`config.mk`:
```
export PLATFORM = sky130hd
export DESIGN_NAME = ptvm_multi_vend
export DESIGN_NICKNAME = d
export VERILOG_FILES = /design/src/rtl/ptvm_pkg.sv /design/src/rtl/ptvm_coin_decode.sv /design/src/rtl/ptvm_multi_vend.sv
export SDC_FILE = /design/constraint.sdc
export NUM_CORES = 1
export LEC_CHECK = 0
export ABC_AREA = 1
export ABC_CLOCK_PERIOD_IN_PS = 5320
export CORE_MARGIN = 1.5
export CORE_UTILIZATION = 36
export DETAILED_ROUTE_END_ITERATION = 7
export REMOVE_ABC_BUFFERS = 1
export SLEW_MARGIN = 15
export SYNTH_ARGS = -nofsm -noshare
export SYNTH_HDL_FRONTEND = slang
export SYNTH_SLANG_ARGS = --single-unit
```
`constraint.sdc`:
```
create_clock -name clk -period 5.32 [get_ports clk]
set_input_delay 1.064 -clock clk [delete_from_list [all_inputs] [get_ports clk]]
set_output_delay 1.064 -clock clk [all_outputs]
set_load 0.05 [all_outputs]
```
`src/rtl/ptvm_pkg.sv`:
```
// Shared types and helpers for the multi-ticket vending controller.
package ptvm_pkg;
  typedef enum logic [1:0] {S_IDLE, S_COLLECT, S_VEND, S_CHANGE} state_e;

  localparam logic [1:0] COIN_NONE = 2'b00;
  localparam logic [1:0] COIN_A    = 2'b01;
  localparam logic [1:0] COIN_B    = 2'b10;
  localparam logic [1:0] COIN_C    = 2'b11;

  localparam int MAX_TICKET = 8;
  localparam int MAX_CW     = 32;

  // Prices arrive zero-extended to the maximum table size; caller truncates to its width.
  function automatic logic [MAX_CW-1:0] price_of(
    input logic [MAX_TICKET*MAX_CW-1:0] prices,
    input int                           cw,
    input logic [2:0]                   id
  );
    return prices[int'(id)*cw +: MAX_CW];
  endfunction
endpackage

```
`src/rtl/ptvm_coin_decode.sv`:
```
// Combinational coin-code to value mapping.
module ptvm_coin_decode
  import ptvm_pkg::*;
#(
  parameter int CREDIT_W = 8,
  parameter int COIN1    = 1,
  parameter int COIN2    = 2,
  parameter int COIN3    = 5
) (
  input  logic [1:0]          coin_code_i,
  output logic [CREDIT_W-1:0] value_o,
  output logic                valid_o
);
  always_comb begin
    value_o = '0;
    valid_o = 1'b1;
    case (coin_code_i)
      COIN_A:  value_o = CREDIT_W'(COIN1);
      COIN_B:  value_o = CREDIT_W'(COIN2);
      COIN_C:  value_o = CREDIT_W'(COIN3);
      default: valid_o = 1'b0;
    endcase
  end
endmodule

```
`src/rtl/ptvm_multi_vend.sv`:
```
// Multi-ticket vending FSM: selection, coin collection, ticket issue, change return.
module ptvm_multi_vend
  import ptvm_pkg::*;
#(
  parameter int                          N_TICKET = 4,
  parameter int                          CREDIT_W = 8,
  parameter logic [N_TICKET*CREDIT_W-1:0] PRICES  = {8'd12, 8'd8, 8'd5, 8'd3},
  parameter int                          COIN1    = 1,
  parameter int                          COIN2    = 2,
  parameter int                          COIN3    = 5,
  parameter int                          CNT_W    = 16
) (
  input  logic                clk,
  input  logic                rst,
  input  logic                sel_valid,
  input  logic [2:0]          sel_id,
  input  logic                coin_valid,
  input  logic [1:0]          coin_code,
  input  logic                cancel,
  output logic                ticket_valid,
  output logic [2:0]          ticket_id,
  input  logic                ticket_ready,
  output logic                change_valid,
  output logic [CREDIT_W-1:0] change_amt,
  input  logic                change_ready,
  output logic [CREDIT_W-1:0] credit,
  output logic                busy,
  output logic                coin_reject,
  output logic                sel_err,
  output logic [CNT_W-1:0]    sold_cnt
);
  localparam logic [MAX_TICKET*MAX_CW-1:0] PRICES_X = (MAX_TICKET*MAX_CW)'(PRICES);

  state_e              state_q, state_d;
  logic [CREDIT_W-1:0] credit_q, credit_d, price_q, price_d, camt_q, camt_d;
  logic [2:0]          tid_q, tid_d;
  logic                tv_q, tv_d, cv_q, cv_d, rej_q, rej_d, serr_q, serr_d, busy_q, busy_d;
  logic [CNT_W-1:0]    sold_q, sold_d;

  logic [CREDIT_W-1:0] coin_val, sel_price, diff;
  logic                coin_ok_code;
  logic [CREDIT_W:0]   sum;

  ptvm_coin_decode #(
    .CREDIT_W(CREDIT_W), .COIN1(COIN1), .COIN2(COIN2), .COIN3(COIN3)
  ) u_dec (
    .coin_code_i(coin_code),
    .value_o    (coin_val),
    .valid_o    (coin_ok_code)
  );

  assign sel_price = CREDIT_W'(price_of(PRICES_X, CREDIT_W, sel_id));
  // Extra carry bit detects a coin that would overflow the credit register.
  assign sum  = {1'b0, credit_q} + {1'b0, coin_val};
  assign diff = credit_q - price_q;

  always_comb begin
    state_d  = state_q;
    credit_d = credit_q;
    price_d  = price_q;
    tid_d    = tid_q;
    tv_d     = tv_q;
    cv_d     = cv_q;
    camt_d   = camt_q;
    rej_d    = coin_valid;
    serr_d   = 1'b0;
    sold_d   = sold_q;
    case (state_q)
      S_IDLE: begin
        if (sel_valid) begin
          if (int'(sel_id) < N_TICKET) begin
            tid_d   = sel_id;
            price_d = sel_price;
            state_d = S_COLLECT;
          end else begin
            serr_d = 1'b1;
          end
        end
      end
      S_COLLECT: begin
        if (cancel) begin
          if (credit_q != '0) begin
            cv_d    = 1'b1;
            camt_d  = credit_q;
            state_d = S_CHANGE;
          end else begin
            state_d = S_IDLE;
          end
        end else if (coin_valid && coin_ok_code && !sum[CREDIT_W]) begin
          rej_d    = 1'b0;
          credit_d = sum[CREDIT_W-1:0];
          if (sum[CREDIT_W-1:0] >= price_q) begin
            tv_d    = 1'b1;
            state_d = S_VEND;
          end
        end
      end
      S_VEND: begin
        if (ticket_ready) begin
          tv_d   = 1'b0;
          sold_d = sold_q + 1'b1;
          if (diff != '0) begin
            cv_d    = 1'b1;
            camt_d  = diff;
            state_d = S_CHANGE;
          end else begin
            credit_d = '0;
            state_d  = S_IDLE;
          end
        end
      end
      S_CHANGE: begin
        if (change_ready) begin
          cv_d     = 1'b0;
          credit_d = '0;
          state_d  = S_IDLE;
        end
      end
      default: state_d = S_IDLE;
    endcase
    busy_d = (state_d != S_IDLE);
  end

  always_ff @(posedge clk) begin
    if (rst) begin
      state_q  <= S_IDLE;
      credit_q <= '0;
      price_q  <= '0;
      tid_q    <= '0;
      tv_q     <= 1'b0;
      cv_q     <= 1'b0;
      camt_q   <= '0;
      rej_q    <= 1'b0;
      serr_q   <= 1'b0;
      busy_q   <= 1'b0;
      sold_q   <= '0;
    end else begin
      state_q  <= state_d;
      credit_q <= credit_d;
      price_q  <= price_d;
      tid_q    <= tid_d;
      tv_q     <= tv_d;
      cv_q     <= cv_d;
      camt_q   <= camt_d;
      rej_q    <= rej_d;
      serr_q   <= serr_d;
      busy_q   <= busy_d;
      sold_q   <= sold_d;
    end
  end

  assign ticket_valid = tv_q;
  assign ticket_id    = tid_q;
  assign change_valid = cv_q;
  assign change_amt   = camt_q;
  assign credit       = credit_q;
  assign busy         = busy_q;
  assign coin_reject  = rej_q;
  assign sel_err      = serr_q;
  assign sold_cnt     = sold_q;
endmodule

```
# Word level (Yosys, flattened, before mapping)
# Index checks and enable logic that the tools add are counted.
# word_totals
register_bits	50
out_inout_bits	40
inputBits	12
wordCells	89
# op_classes
eq_ne	15
n_reduce_logical	17
bitwise_logic	2
order_cmp	2
mux	38
n_shift	1
n_addsub	3
# ops
cell	count
variable part select 256 x 7 -> 8 bit (first input constant)	1
two-way mux 8 bit	9
one-hot mux 8 bit (3 select lines)	1
two-way mux 2 bit	9
inequality test 2 bit (second input constant)	9
adder 16 x 1 -> 16 bit (second input constant)	1
one-hot mux 8 bit (2 select lines)	1
nonzero test 8 bit	2
two-way mux 1 bit	14
AND reduction 6 bit	2
AND reduction 5 bit	2
adder 8 x 8 -> 9 bit	1
one-hot mux 3 bit (3 select lines)	1
equality test 2 bit (second input constant)	4
greater-or-equal comparator 8 bit	1
one-hot mux 2 bit (4 select lines)	1
subtractor 8 bit	1
OR reduction 3 bit	2
equality test 2 x 1 -> 1 bit (second input constant)	2
nonzero test 2 bit	2
less-than comparator 3 bit (second input constant)	1
one-hot mux 1 bit (3 select lines)	1
AND reduction 3 bit	1
nonzero test 3 bit	1
6 further kinds	8

# Logic depth before layout (Yosys ltp)
# Gate-level depths: netlist (run 1).
# depth
ltp_word	9
mapped_depth	19
mapped_depth_nobuf	19

# Modules after synthesis
# A second synthesis (run 1) with hierarchy kept.
# hier_totals
cells_unflattened	423
hier_area_um2	2882.8
# by_module_without_submodules
mod	instances	area_per_inst_um2	cells_per_inst
ptvm_multi_vend	1	2815.2	410
ptvm_coin_decode	1	67.6	13

# Worst setup path after synthesis (run 1)
# Ideal clock, no wire load.
# synth_timing
path_kind	in2reg
start	input coin_code[1]
end	register busy_q, in the netlist busy
path_slack_ns	2.477
arrival_ns	2.729
t_required_ns	5.206
stages	18
n_path_buf	0
cell_sequence	inv_1 > nor2_1 > inv_1 > fa_1 > inv_1 > ha_1 > nand2_1 > nand2_1 > nand2_1 > nand2_1 > nand2_1 > nand4_1 > nand2_1 > nand2_1 > nand2_1 > nand2_1 > nand2_1 > nand2_1
# synth_via
elab_chain_cells	9
word_cells_on_any_way	16
# synth_rtl
element	line_no	source
from (decl)	ptvm_multi_vend.sv:18	input logic [1:0] coin_code,
equality test 2 bit / equality test 2 x 1 -> 1 bit (equally long branches)	ptvm_coin_decode.sv:17	case (coin_code_i)
one-hot mux 3 bit (3 select lines) / OR reduction 3 bit (equally long branches)	n/a	
adder 8 x 8 -> 9 bit / two-way mux 1 bit (equally long branches)	ptvm_multi_vend.sv:54, ptvm_coin_decode.sv:17	
greater-or-equal comparator 8 bit, or another cell as far along	ptvm_multi_vend.sv:92	if (sum[CREDIT_W-1:0] >= price_q) begin
two-way mux 2 bit / logical AND 1 bit (equally long branches)	ptvm_multi_vend.sv:92, ptvm_multi_vend.sv:89	
two-way mux 2 bit (*)	ptvm_multi_vend.sv:89	end else if (coin_valid && coin_ok_code && !sum[CREDIT_W]) begin
two-way mux 2 bit (*)	ptvm_multi_vend.sv:81	if (cancel) begin
one-hot mux 2 bit (4 select lines) (*)	ptvm_multi_vend.sv:68	case (state_q)
nonzero test 2 bit (*)	ptvm_multi_vend.sv:121	busy_d = (state_d != S_IDLE);
to (signal assigned)	ptvm_multi_vend.sv:147	busy_q <= busy_d;
to (decl)	ptvm_multi_vend.sv:37	logic tv_q, tv_d, cv_q, cv_d, rej_q, rej_d, serr_q, serr_d, busy_q, busy_d;
# Every way passes the cells marked *; elsewhere a longest branch is shown, timed or not.
# A chain may end at the register's enable or synchronous reset.

# Worst setup path after layout (run 1)
# layout_timing
start	input coin_code[0]
end	register busy_q, in the netlist busy
# Same word-level chain as after synthesis.

==> impl_metrics.xml, run 1 <==
<?xml version="1.0" encoding="UTF-8"?>
<metrics>
  <group name="placed_design">
    <metric name="gpl.final_weighted_congestion" unit="">0.878</metric>
    <metric name="io_buffer_count" unit="">51</metric>
    <metric name="dp_hpwl" unit="microns">5060</metric>
    <metric name="number_of_placed_cells_counting_well_taps" unit="">578</metric>
    <metric name="post_dp_cell_area" unit="sq um">3420</metric>
  </group>
  <group name="drt">
    <metric name="detail-route-antenna-nets" unit="">0</metric>
    <metric name="drtIter0Drc" unit="">98</metric>
    <metric name="drtPass1Iterations" unit="">4</metric>
    <metric name="postRouteWirelength" unit="microns">6570</metric>
    <metric name="drt-vias-per-instance" unit="">4.65</metric>
    <metric name="wire_length_per_cell_after_detailed_routing" unit="microns">11.2</metric>
    <metric name="post-route-drc-count" unit="">0</metric>
    <metric name="num_vias" unit="">2726</metric>
  </group>
  <group name="floorplan">
    <metric name="design.portCount" unit="">52</metric>
    <metric name="floorplan_core_area" unit="sq um">7690</metric>
    <metric name="num_rows" unit="">32</metric>
    <metric name="floorplan.initialDensity" unit="">0.370</metric>
    <metric name="die_area" unit="sq um">8450</metric>
    <metric name="die_w" unit="microns">91.9</metric>
    <metric name="die_height" unit="microns">91.9</metric>
  </group>
  <group name="power_and_ir_drop">
    <metric name="power.clock.fraction" unit="">0.108</metric>
    <metric name="internal_power" unit="uW">943</metric>
    <metric name="switching_power" unit="mW">1.06</metric>
    <metric name="share_seq_of_total_power" unit="">0.255</metric>
    <metric name="share_comb_of_total_power" unit="">0.636</metric>
    <metric name="power.ir.vdd_worst" unit="V">0.000211</metric>
    <metric name="switching_share" unit="">0.530</metric>
    <metric name="cellLeakagePower" unit="nW">1.65</metric>
    <metric name="power.density_cell_area" unit="nW/um^2">572</metric>
  </group>
  <group name="synth">
    <metric name="synth_top_family_by_area" unit="">simple AND/OR/NAND/NOR gates</metric>
    <metric name="synth-compound-area-share" unit="">0.0822</metric>
    <metric name="largest_area_contributor_in_the_netlist" unit="">dfxtp_1</metric>
    <metric name="synth.ff_latch_count" unit="">46</metric>
    <metric name="yosys.area_share.xor_xnor" unit="">0.0154</metric>
    <metric name="warning_count_from_the_yosys_run" unit="">0</metric>
    <metric name="mappedNetlistArea" unit="sq um">2850</metric>
    <metric name="syn_inst" unit="">434</metric>
    <metric name="post_synth_and_or_nand_nor_area_fraction" unit="">0.402</metric>
    <metric name="post_synth_fa_ha_maj_area_fraction" unit="">0.0668</metric>
    <metric name="synth_enable_flop_cells" unit="">0</metric>
    <metric name="proportion_of_synthesized_flip_flops_having_asynchronous_set_or_reset" unit="">0</metric>
    <metric name="synth_top_area_share" unit="">0.324</metric>
    <metric name="synth_mux_area_frac" unit="">0</metric>
    <metric name="synth_top_cells_by_area" unit="">dfxtp_1 32%, nand2_1 17%, nor2_1 8.7%</metric>
    <metric name="synthesis.area_per_instance" unit="sq um">6.56</metric>
    <metric name="synth.yosys.seq_area_share" unit="">0.324</metric>
    <metric name="yosys_most_used_dff" unit="">dfxtp_1</metric>
    <metric name="yosys.cell_types.count" unit="">41</metric>
  </group>
  <group name="grt">
    <metric name="grt_pass1_wl" unit="microns">11600</metric>
    <metric name="global_route.usage.met2" unit="">0.282</metric>
    <metric name="grt_remaining_overflow" unit="">0</metric>
    <metric name="met3_usage" unit="">0.0365</metric>
    <metric name="grt_antenna_before_repair" unit="">0</metric>
    <metric name="grt_start_max_net_pins" unit="">34</metric>
    <metric name="gr-max-usage-layer" unit="">met2</metric>
    <metric name="grt_util_all_layers" unit="">0.170</metric>
    <metric name="gr-usage-met1" unit="">0.227</metric>
    <metric name="number_of_global_route_vias_before_repair" unit="">2534</metric>
  </group>
  <group name="cts">
    <metric name="root_buffer" unit="">clkbuf_8</metric>
    <metric name="number_of_clock_buffers_inserted_by_tritoncts" unit="">5</metric>
    <metric name="postCtsHoldBufs" unit="">0</metric>
    <metric name="htree_num_levels" unit="">2</metric>
    <metric name="cts.reportedPaths.clkPinSlew" unit="ns">0.09</metric>
    <metric name="ctsResizeCount" unit="">0</metric>
    <metric name="clock_latency" unit="ns">0.30</metric>
    <metric name="cts.path.max_buffers" unit="">2</metric>
    <metric name="cts_setup_buffers" unit="">0</metric>
    <metric name="cts_tree" unit="">built</metric>
    <metric name="clock_sinks" unit="">46</metric>
  </group>
  <group name="sta">
    <metric name="post-route-min-period" unit="ns">3.30</metric>
    <metric name="skew" unit="ns">0.00527</metric>
    <metric name="timing.setup.tns" unit="ns">0</metric>
    <metric name="finalHoldWorstSlack" unit="ns">0.447</metric>
    <metric name="worst-slew-pin-transition" unit="ns">1.01</metric>
    <metric name="grt_setup_unrepaired" unit="">false</metric>
    <metric name="timing.final.hold_violations" unit="">0</metric>
    <metric name="fmaxAchievable" unit="MHz">303</metric>
    <metric name="slew_viols_final" unit="">0</metric>
    <metric name="fin_crit_sh" unit="">0.620</metric>
    <metric name="final_setup_violation_count" unit="">0</metric>
    <metric name="timing.slew.headroom" unit="">0.325</metric>
  </group>
  <group name="min_path">
    <metric name="min-delay-path-class" unit="">flip-flop to flip-flop</metric>
    <metric name="min_from" unit="">ticket_id[1]</metric>
  </group>
  <group name="worst_setup_path">
    <metric name="path_max_fanout" unit="">4</metric>
    <metric name="endpoint_kind" unit="">flip-flop</metric>
    <metric name="setup.worst_path.class" unit="">input pin to flip-flop</metric>
    <metric name="crit-reg2reg-launch" unit="">credit[0]</metric>
    <metric name="rrSetupSlack" unit="ns">2.80</metric>
    <metric name="timing.critical_path.from" unit="">coin_code[0]</metric>
    <metric name="cp.required" unit="ns">5.52</metric>
    <metric name="arrival" unit="ns">3.49</metric>
    <metric name="critical_path.startpoint_type" unit="">input pin</metric>
  </group>
  <group name="final_layout">
    <metric name="design.final.nets" unit="">509</metric>
    <metric name="commonest_non_fill_non_tap_cell_in_the_layout" unit="">nand2_1</metric>
    <metric name="share_of_post_route_cells_with_drive_strength_above_1" unit="">0.0723</metric>
    <metric name="n_fill_cell" unit="">798</metric>
    <metric name="stdcell_area" unit="sq um">3510</metric>
    <metric name="final_cell_mix" unit="">126 x nand2_1, 66 x nor2_1, 64 x inv_1</metric>
    <metric name="antenna_cells_inserted" unit="">0</metric>
    <metric name="final_core_utilization" unit="">0.456</metric>
    <metric name="area_delta_synth_final" unit="%">23.3</metric>
    <metric name="final_cell_count_no_fill" unit="">586</metric>
  </group>
  <group name="status">
    <metric name="run_status" unit="">finished, final reports clean</metric>
  </group>
  <group name="run">
    <metric name="drv_cap" unit="">0</metric>
  </group>
</metrics>
==> final timing paths <==
check / to / depth (start not counted)
worst max-delay path: busy / 19
worst min register to register: ticket_id[1] / 2
worst min-delay path: ticket_id[1] / 2
worst max register to register: change_amt[1] / 15
==> cell families (layout without fill, tap and decap cells) <==
logic type	count (synthesis)	after routing
AO/OA/AOI/OAI	43	43
flip-flops	46	46
XOR/XNOR	5	5
adder cells (fa/ha/maj)	14	14
AND/OR/NAND/NOR	250	250
buffers and inverters	76	126
==> Yosys cell counts, types with 3 or more instances <==
master and number:
dfxtp_1 46, nand3_2 5, nand4_1 8, nand3_1 19, nand2_1 126, o21ai_0 13, nand2_2 4, nor2_2 5
inv_1 64, nor2_1 66, clkbuf_1 4, a21oi_1 21, buf_6 3, ha_1 12, xor2_1 3
==> stage by stage <==
step / setup slack (ns) / power, mW
after floorplan: 2.46 / 1.47
final: 2.02 / 2.01
after global placement: 1.79 / 1.79
after detailed placement: 1.70 / 1.80
after CTS: 2.02 / 2.03
after global routing: 1.78 / 2.22
==> flip-flops by register name (all words and copies together), names as in the netlist <==
signal,count
sel_err,1
sold_cnt,16
ticket_id,3
state_q,2
change_amt,8
credit,8
busy,1
price_q,4
ticket_valid,1
coin_reject,1
change_valid,1
==> layer usage <==
layer | up-vias | routed length [microns]
met4 | 0 | 39
met3 | 4 | 304
met5 | - | 0
met1 | 1213 | 3220
li1 | 1449 | -
met2 | 60 | 3010
==> critical path, cell delays in order <==
cell and delay, ns:
clkdlybuf4s50_1 0.52, ha_1 0.22, inv_1 0.06, fa_1 0.36, inv_1 0.10, nand2_1 0.07, inv_1 0.07, nor2_1 0.04
ha_1 0.27, nand2_1 0.07, nand2_1 0.05, nand2_1 0.06, nand4_1 0.15, nand2_1 0.09, nand2_1 0.05, nand2_1 0.05
nand2_1 0.05, nand2_1 0.07, nand2_1 0.07
==> final cells by class <==
| type | count | area, sq um | area share |
|---|---|---|---|
| well taps | 102 | 128 | 0.0364 |
| flip-flops and latches | 46 | 921 | 0.262 |
| repair buffers | 51 | 510 | 0.146 |
| multi-input cells | 312 | 1610 | 0.459 |
| inverters | 67 | 251 | 0.0717 |
| clock inverters | 2 | 13.8 | 0.00392 |
| clock buffers | 6 | 72.6 | 0.0207 |
==> power by group through the flow <==
stage / registers (mW) / logic (mW) / clock network, mW
floorplan: 0.729 / 0.739 / 0
finish: 0.513 / 1.28 / 0.217
global route: 0.526 / 1.44 / 0.245
global placement: 0.522 / 1.26 / 0
detailed placement: 0.521 / 1.28 / 0
CTS: 0.513 / 1.29 / 0.230
Power figures use the tool's default switching activity.
==> run 2, diff against run 1 <==
- ABC_CLOCK_PERIOD_IN_PS: 5320 -> 3400
- clock period: 5.32 -> 3.4 ns (I/O delays scaled with it)
==> impl_metrics.xml, run 2 (synthesis results as in run 1) <==
<?xml version="1.0" encoding="UTF-8"?>
<metrics>
  <group name="final_layout">
    <metric name="design.final.nets" unit="">512</metric>
    <metric name="share_of_post_route_cells_with_drive_strength_above_1" unit="">0.0780</metric>
    <metric name="n_fill_cell" unit="">825</metric>
    <metric name="final_core_utilization" unit="">0.462</metric>
    <metric name="largest_reg_flops" unit="">16</metric>
    <metric name="antenna_cells_inserted" unit="">0</metric>
    <metric name="ff_latch_area" unit="sq um">921</metric>
    <metric name="final_cell_count_no_fill" unit="">589</metric>
    <metric name="stdcell_area" unit="sq um">3550</metric>
    <metric name="final_cell_mix" unit="">126 x nand2_1, 66 x nor2_1, 64 x inv_1</metric>
    <metric name="commonest_non_fill_non_tap_cell_in_the_layout" unit="">nand2_1</metric>
    <metric name="multi_input_comb_area" unit="sq um">1610</metric>
    <metric name="area_delta_synth_final" unit="%">24.9</metric>
  </group>
  <group name="power_and_ir_drop">
    <metric name="power.ir.vdd_worst" unit="V">0.000304</metric>
    <metric name="total_power" unit="mW">3.22</metric>
    <metric name="cellLeakagePower" unit="nW">1.67</metric>
    <metric name="power.density_cell_area" unit="nW/um^2">906</metric>
  </group>
  <group name="cts">
    <metric name="postCtsHoldBufs" unit="">0</metric>
    <metric name="clock_sinks" unit="">46</metric>
    <metric name="cts.path.max_buffers" unit="">2</metric>
    <metric name="cts_setup_buffers" unit="">0</metric>
    <metric name="root_buffer" unit="">clkbuf_8</metric>
    <metric name="cts_tree" unit="">built</metric>
    <metric name="htree_num_levels" unit="">2</metric>
    <metric name="clock_latency" unit="ns">0.30</metric>
    <metric name="ctsResizeCount" unit="">0</metric>
    <metric name="cts.reportedPaths.clkPinSlew" unit="ns">0.09</metric>
    <metric name="number_of_clock_buffers_inserted_by_tritoncts" unit="">5</metric>
  </group>
  <group name="sta">
    <metric name="fin_crit_sh" unit="">0.854</metric>
    <metric name="final_setup_violation_count" unit="">0</metric>
    <metric name="timing.slew.headroom" unit="">0.654</metric>
    <metric name="post-route-min-period" unit="ns">2.90</metric>
    <metric name="timing.final.hold_violations" unit="">0</metric>
    <metric name="worst-slew-pin-transition" unit="ns">0.517</metric>
    <metric name="timing.setup.tns" unit="ns">0</metric>
    <metric name="slew_viols_final" unit="">0</metric>
    <metric name="skew" unit="ns">0.00593</metric>
    <metric name="fmaxAchievable" unit="MHz">345</metric>
    <metric name="grt_setup_unrepaired" unit="">false</metric>
  </group>
  <group name="worst_setup_path">
    <metric name="worst_path_most_repeated_cell" unit="">nand2_1</metric>
    <metric name="critPathMaxStageDelay" unit="ns">0.52</metric>
    <metric name="critPathSlowestCell" unit="">clkdlybuf4s50_1</metric>
    <metric name="critical_path.startpoint_type" unit="">input pin</metric>
    <metric name="cp.required" unit="ns">3.61</metric>
    <metric name="arrival" unit="ns">3.11</metric>
    <metric name="cells_along_the_critical_path" unit="">clkdlybuf4s50_1 -&gt; ha_1 -&gt; inv_1 -&gt; fa_1 -&gt; inv_1 -&gt; ha_1 -&gt; nand2_1 -&gt; nand2_1 -&gt; nand2_1 -&gt; nand2_1 -&gt; nand2_1 -&gt; nand4_1 -&gt; nand2_1 -&gt; nand2_1 -&gt; nand2_1 -&gt; nand2_1 -&gt; nand2_1 -&gt; nand2_1</metric>
    <metric name="path_max_fanout" unit="">4</metric>
    <metric name="setup.worst_path.class" unit="">input pin to flip-flop</metric>
    <metric name="path_buf_inv" unit="">3</metric>
    <metric name="endpoint_kind" unit="">flip-flop</metric>
    <metric name="critPathTopFamily" unit="">adder cells</metric>
  </group>
  <group name="min_path">
    <metric name="min-delay-path-class" unit="">flip-flop to flip-flop</metric>
  </group>
  <group name="placed_design">
    <metric name="number_of_placed_cells_counting_well_taps" unit="">581</metric>
    <metric name="post_dp_cell_area" unit="sq um">3440</metric>
    <metric name="io_buffer_count" unit="">51</metric>
    <metric name="dp_hpwl" unit="microns">5100</metric>
    <metric name="gpl.final_weighted_congestion" unit="">0.879</metric>
  </group>
  <group name="grt">
    <metric name="grt_util_all_layers" unit="">0.166</metric>
    <metric name="grt_start_max_net_pins" unit="">18</metric>
    <metric name="grt_remaining_overflow" unit="">0</metric>
    <metric name="number_of_global_route_vias_before_repair" unit="">2510</metric>
    <metric name="grt_pass1_wl" unit="microns">11400</metric>
    <metric name="grt_antenna_before_repair" unit="">0</metric>
  </group>
  <group name="drt">
    <metric name="drtPass1Iterations" unit="">4</metric>
    <metric name="detail-route-antenna-nets" unit="">0</metric>
    <metric name="wire_length_per_cell_after_detailed_routing" unit="microns">11.3</metric>
    <metric name="drtIter0Drc" unit="">88</metric>
    <metric name="num_vias" unit="">2697</metric>
    <metric name="postRouteWirelength" unit="microns">6660</metric>
    <metric name="drt-vias-per-instance" unit="">4.58</metric>
    <metric name="post-route-drc-count" unit="">0</metric>
  </group>
  <group name="floorplan">
    <metric name="floorplan.initialDensity" unit="">0.370</metric>
    <metric name="die_area" unit="sq um">8450</metric>
    <metric name="die_w" unit="microns">91.9</metric>
    <metric name="num_rows" unit="">32</metric>
    <metric name="design.portCount" unit="">52</metric>
    <metric name="floorplan_core_area" unit="sq um">7690</metric>
    <metric name="die_height" unit="microns">91.9</metric>
  </group>
  <group name="status">
    <metric name="run_status" unit="">finished, final reports clean</metric>
  </group>
  <group name="run">
    <metric name="drv_cap" unit="">0</metric>
  </group>
</metrics>
## run 2: cell types whose count changed in the layout (fill, tap and decap cells not counted)
cell	delta
clkinv_2	-1
clkinv_4	-1
bufinv_16	+1
buf_4	+3
clkinvlp_4	+1
## run 2: worst min-delay path, cell delays in order (launching register included)
cell	delay, ns
dfxtp_1	0.32
inv_1	0.05
a21oi_1	0.05
## run 2: final cells by class
class,instances,area share
clock buffers,6,0.0204
inverters,67,0.0707
repair buffers,54,0.150
clock inverters,2,0.0106
multi-input cells,312,0.453
well taps,102,0.0359
flip-flops and latches,46,0.259
## run 2: routing by layer
layer | wire, microns | track usage | part of all wire | up-vias
li1 | - | - | - | 1447
met4 | 63 | 0.0423 | 0.0095 | 0
met3 | 318 | 0.0348 | 0.048 | 9
met1 | 3300 | 0.220 | 0.49 | 1179
met2 | 2980 | 0.272 | 0.45 | 62
met5 | 0 | 0 | 0 | -
## run 2: metrics by stage
step | setup slack (ns) | hold slack (ns)
3_3_place_gp | 0.269 | 0.436
5_1_grt | 0.237 | 0.467
4_1_cts | 0.509 | 0.451
2_1_floorplan | 0.815 | 0.435
3_5_place_dp | 0.185 | 0.438
6_report | 0.497 | 0.447
## run 2: path summary, 6_finish.rpt
check | start | endpoint | slack (ns) | depth (start not counted)
worst min-delay path | ticket_id[1] | ticket_id[1] | 0.45 | 2
worst max register to register | credit[0] | change_amt[4] | 0.87 | 15
worst min register to register | ticket_id[1] | ticket_id[1] | 0.45 | 2
worst max-delay path | coin_code[0] | busy | 0.50 | 18
## run 2: report_power, final
group	switching (mW)	internal [mW]	total (mW)
clock network	0.195	0.220	0.415
registers	0.140	0.663	0.804
logic	1.33	0.671	2.00
==> run 3, diff against run 2 <==
- CORE_UTILIZATION: 36 -> 35
==> impl_metrics.xml, run 3 (synthesis results as in run 1) <==
<?xml version="1.0" encoding="UTF-8"?>
<metrics>
  <group name="status">
    <metric name="run_status" unit="">finished, final reports clean</metric>
  </group>
  <group name="power_and_ir_drop">
    <metric name="total_power" unit="mW">3.25</metric>
    <metric name="cellLeakagePower" unit="nW">1.68</metric>
    <metric name="power.ir.vdd_worst" unit="V">0.000280</metric>
    <metric name="power.density_cell_area" unit="nW/um^2">913</metric>
  </group>
  <group name="cts">
    <metric name="htree_num_levels" unit="">2</metric>
    <metric name="cts.path.max_buffers" unit="">2</metric>
    <metric name="ctsResizeCount" unit="">0</metric>
    <metric name="cts.reportedPaths.clkPinSlew" unit="ns">0.10</metric>
    <metric name="root_buffer" unit="">clkbuf_8</metric>
    <metric name="cts_setup_buffers" unit="">0</metric>
    <metric name="clock_sinks" unit="">46</metric>
    <metric name="number_of_clock_buffers_inserted_by_tritoncts" unit="">5</metric>
    <metric name="clock_latency" unit="ns">0.31</metric>
    <metric name="postCtsHoldBufs" unit="">0</metric>
    <metric name="cts_tree" unit="">built</metric>
  </group>
  <group name="sta">
    <metric name="timing.setup.tns" unit="ns">0</metric>
    <metric name="slew_viols_final" unit="">0</metric>
    <metric name="grt_setup_unrepaired" unit="">false</metric>
    <metric name="final_setup_violation_count" unit="">0</metric>
    <metric name="fmaxAchievable" unit="MHz">345</metric>
    <metric name="worst-slew-pin-transition" unit="ns">0.525</metric>
    <metric name="timing.final.hold_violations" unit="">0</metric>
    <metric name="post-route-min-period" unit="ns">2.90</metric>
    <metric name="skew" unit="ns">0.00792</metric>
    <metric name="fin_crit_sh" unit="">0.852</metric>
    <metric name="finalHoldWorstSlack" unit="ns">0.448</metric>
    <metric name="timing.slew.headroom" unit="">0.649</metric>
  </group>
  <group name="min_path">
    <metric name="min_from" unit="">ticket_id[1]</metric>
    <metric name="min-delay-path-class" unit="">flip-flop to flip-flop</metric>
  </group>
  <group name="placed_design">
    <metric name="number_of_placed_cells_counting_well_taps" unit="">581</metric>
    <metric name="gpl.final_weighted_congestion" unit="">0.876</metric>
    <metric name="io_buffer_count" unit="">51</metric>
    <metric name="dp_hpwl" unit="microns">5160</metric>
  </group>
  <group name="drt">
    <metric name="post-route-drc-count" unit="">0</metric>
    <metric name="num_vias" unit="">2745</metric>
    <metric name="detail-route-antenna-nets" unit="">0</metric>
    <metric name="drtIter0Drc" unit="">137</metric>
    <metric name="drt-vias-per-instance" unit="">4.66</metric>
    <metric name="postRouteWirelength" unit="microns">6750</metric>
    <metric name="wire_length_per_cell_after_detailed_routing" unit="microns">11.5</metric>
    <metric name="drtPass1Iterations" unit="">4</metric>
  </group>
  <group name="grt">
    <metric name="grt_remaining_overflow" unit="">0</metric>
    <metric name="number_of_global_route_vias_before_repair" unit="">2580</metric>
    <metric name="grt_start_max_net_pins" unit="">18</metric>
    <metric name="grt_util_all_layers" unit="">0.166</metric>
    <metric name="grt_antenna_before_repair" unit="">0</metric>
    <metric name="grt_pass1_wl" unit="microns">11400</metric>
  </group>
  <group name="final_layout">
    <metric name="antenna_cells_inserted" unit="">0</metric>
    <metric name="final_cell_mix" unit="">126 x nand2_1, 66 x nor2_1, 64 x inv_1</metric>
    <metric name="share_of_post_route_cells_with_drive_strength_above_1" unit="">0.0801</metric>
    <metric name="area_delta_synth_final" unit="%">25.0</metric>
    <metric name="design.final.nets" unit="">512</metric>
    <metric name="largest_reg_flops" unit="">16</metric>
    <metric name="final_core_utilization" unit="">0.456</metric>
    <metric name="commonest_non_fill_non_tap_cell_in_the_layout" unit="">nand2_1</metric>
    <metric name="final_cell_count_no_fill" unit="">589</metric>
  </group>
  <group name="worst_setup_path">
    <metric name="timing.critical_path.from" unit="">coin_code[0]</metric>
    <metric name="crit-reg2reg-launch" unit="">credit[0]</metric>
    <metric name="critical_path.startpoint_type" unit="">input pin</metric>
    <metric name="rrSetupSlack" unit="ns">0.81</metric>
    <metric name="path_max_fanout" unit="">4</metric>
    <metric name="setup.worst_path.class" unit="">input pin to flip-flop</metric>
    <metric name="arrival" unit="ns">3.11</metric>
    <metric name="endpoint_kind" unit="">flip-flop</metric>
    <metric name="cp.required" unit="ns">3.61</metric>
  </group>
  <group name="run">
    <metric name="drv_cap" unit="">0</metric>
  </group>
  <group name="floorplan">
    <metric name="die_height" unit="microns">93.2</metric>
    <metric name="design.portCount" unit="">52</metric>
    <metric name="die_area" unit="sq um">8680</metric>
    <metric name="num_rows" unit="">32</metric>
    <metric name="floorplan_core_area" unit="sq um">7810</metric>
    <metric name="die_w" unit="microns">93.2</metric>
    <metric name="floorplan.initialDensity" unit="">0.364</metric>
  </group>
</metrics>
run 3: cell count changes in the layout (fill, tap and decap cells not counted):
cell,previous run,this run
clkinv_2,0,1
inv_6,0,1
clkinvlp_4,1,0
clkbuf_1,1,0
run 3: report_power, final:
part           internal (mW)  total [mW]  switching, mW
registers              0.663       0.807          0.144
logic                  0.670        2.01           1.34
clock network          0.221       0.432          0.211
total                   1.55        3.25           1.69
run 3: worst paths after layout:
path | to | cells past startpoint
setup / recovery | busy | 19
hold / removal | ticket_id[1] | 2
hold reg to reg | ticket_id[1] | 2
setup reg to reg | change_amt[2] | 15
run 3: area by class of cell:
| class | count | area (sq um) |
|---|---|---|
| Tap cell | 102 | 128 |
| Inverter | 67 | 251 |
| Multi-Input combinational cell | 312 | 1610 |
| Clock inverter | 3 | 43.8 |
| Sequential cell | 46 | 921 |
| Clock buffer | 5 | 68.8 |
| Timing Repair Buffer | 54 | 533 |
| Fill cell | 838 | 4250 |
run 3: layer usage:
metal	share of wire	wire length, microns	up-vias	track usage
met5	0	0	-	0
met4	0.014	95	0	0.0619
met3	0.054	365	14	0.0358
met2	0.44	2990	70	0.273
met1	0.49	3300	1197	0.212
li1	-	-	1464	-
run 3: critical path, cell delays in order:
cell	delay, ns
clkdlybuf4s50_1	0.52
ha_1	0.22
inv_1	0.07
fa_1	0.37
inv_1	0.10
nand2_1	0.07
inv_1	0.07
nor2_1	0.05
ha_1	0.27
nand2_1	0.07
nand2_1	0.04
nand2_1	0.05
nand4_1	0.16
nand2_1	0.10
nand2_1	0.05
nand2_1	0.05
nand2_1	0.05
nand2_1	0.07
nand2_1	0.05
run 3: metrics by stage:
stage	setup slack [ns]	area [sq um]
2_1_floorplan	0.815	2780
6_report	0.504	3560
4_1_cts	0.513	3560
5_1_grt	0.343	3560
3_3_place_gp	0.270	3440
3_5_place_dp	0.189	3440
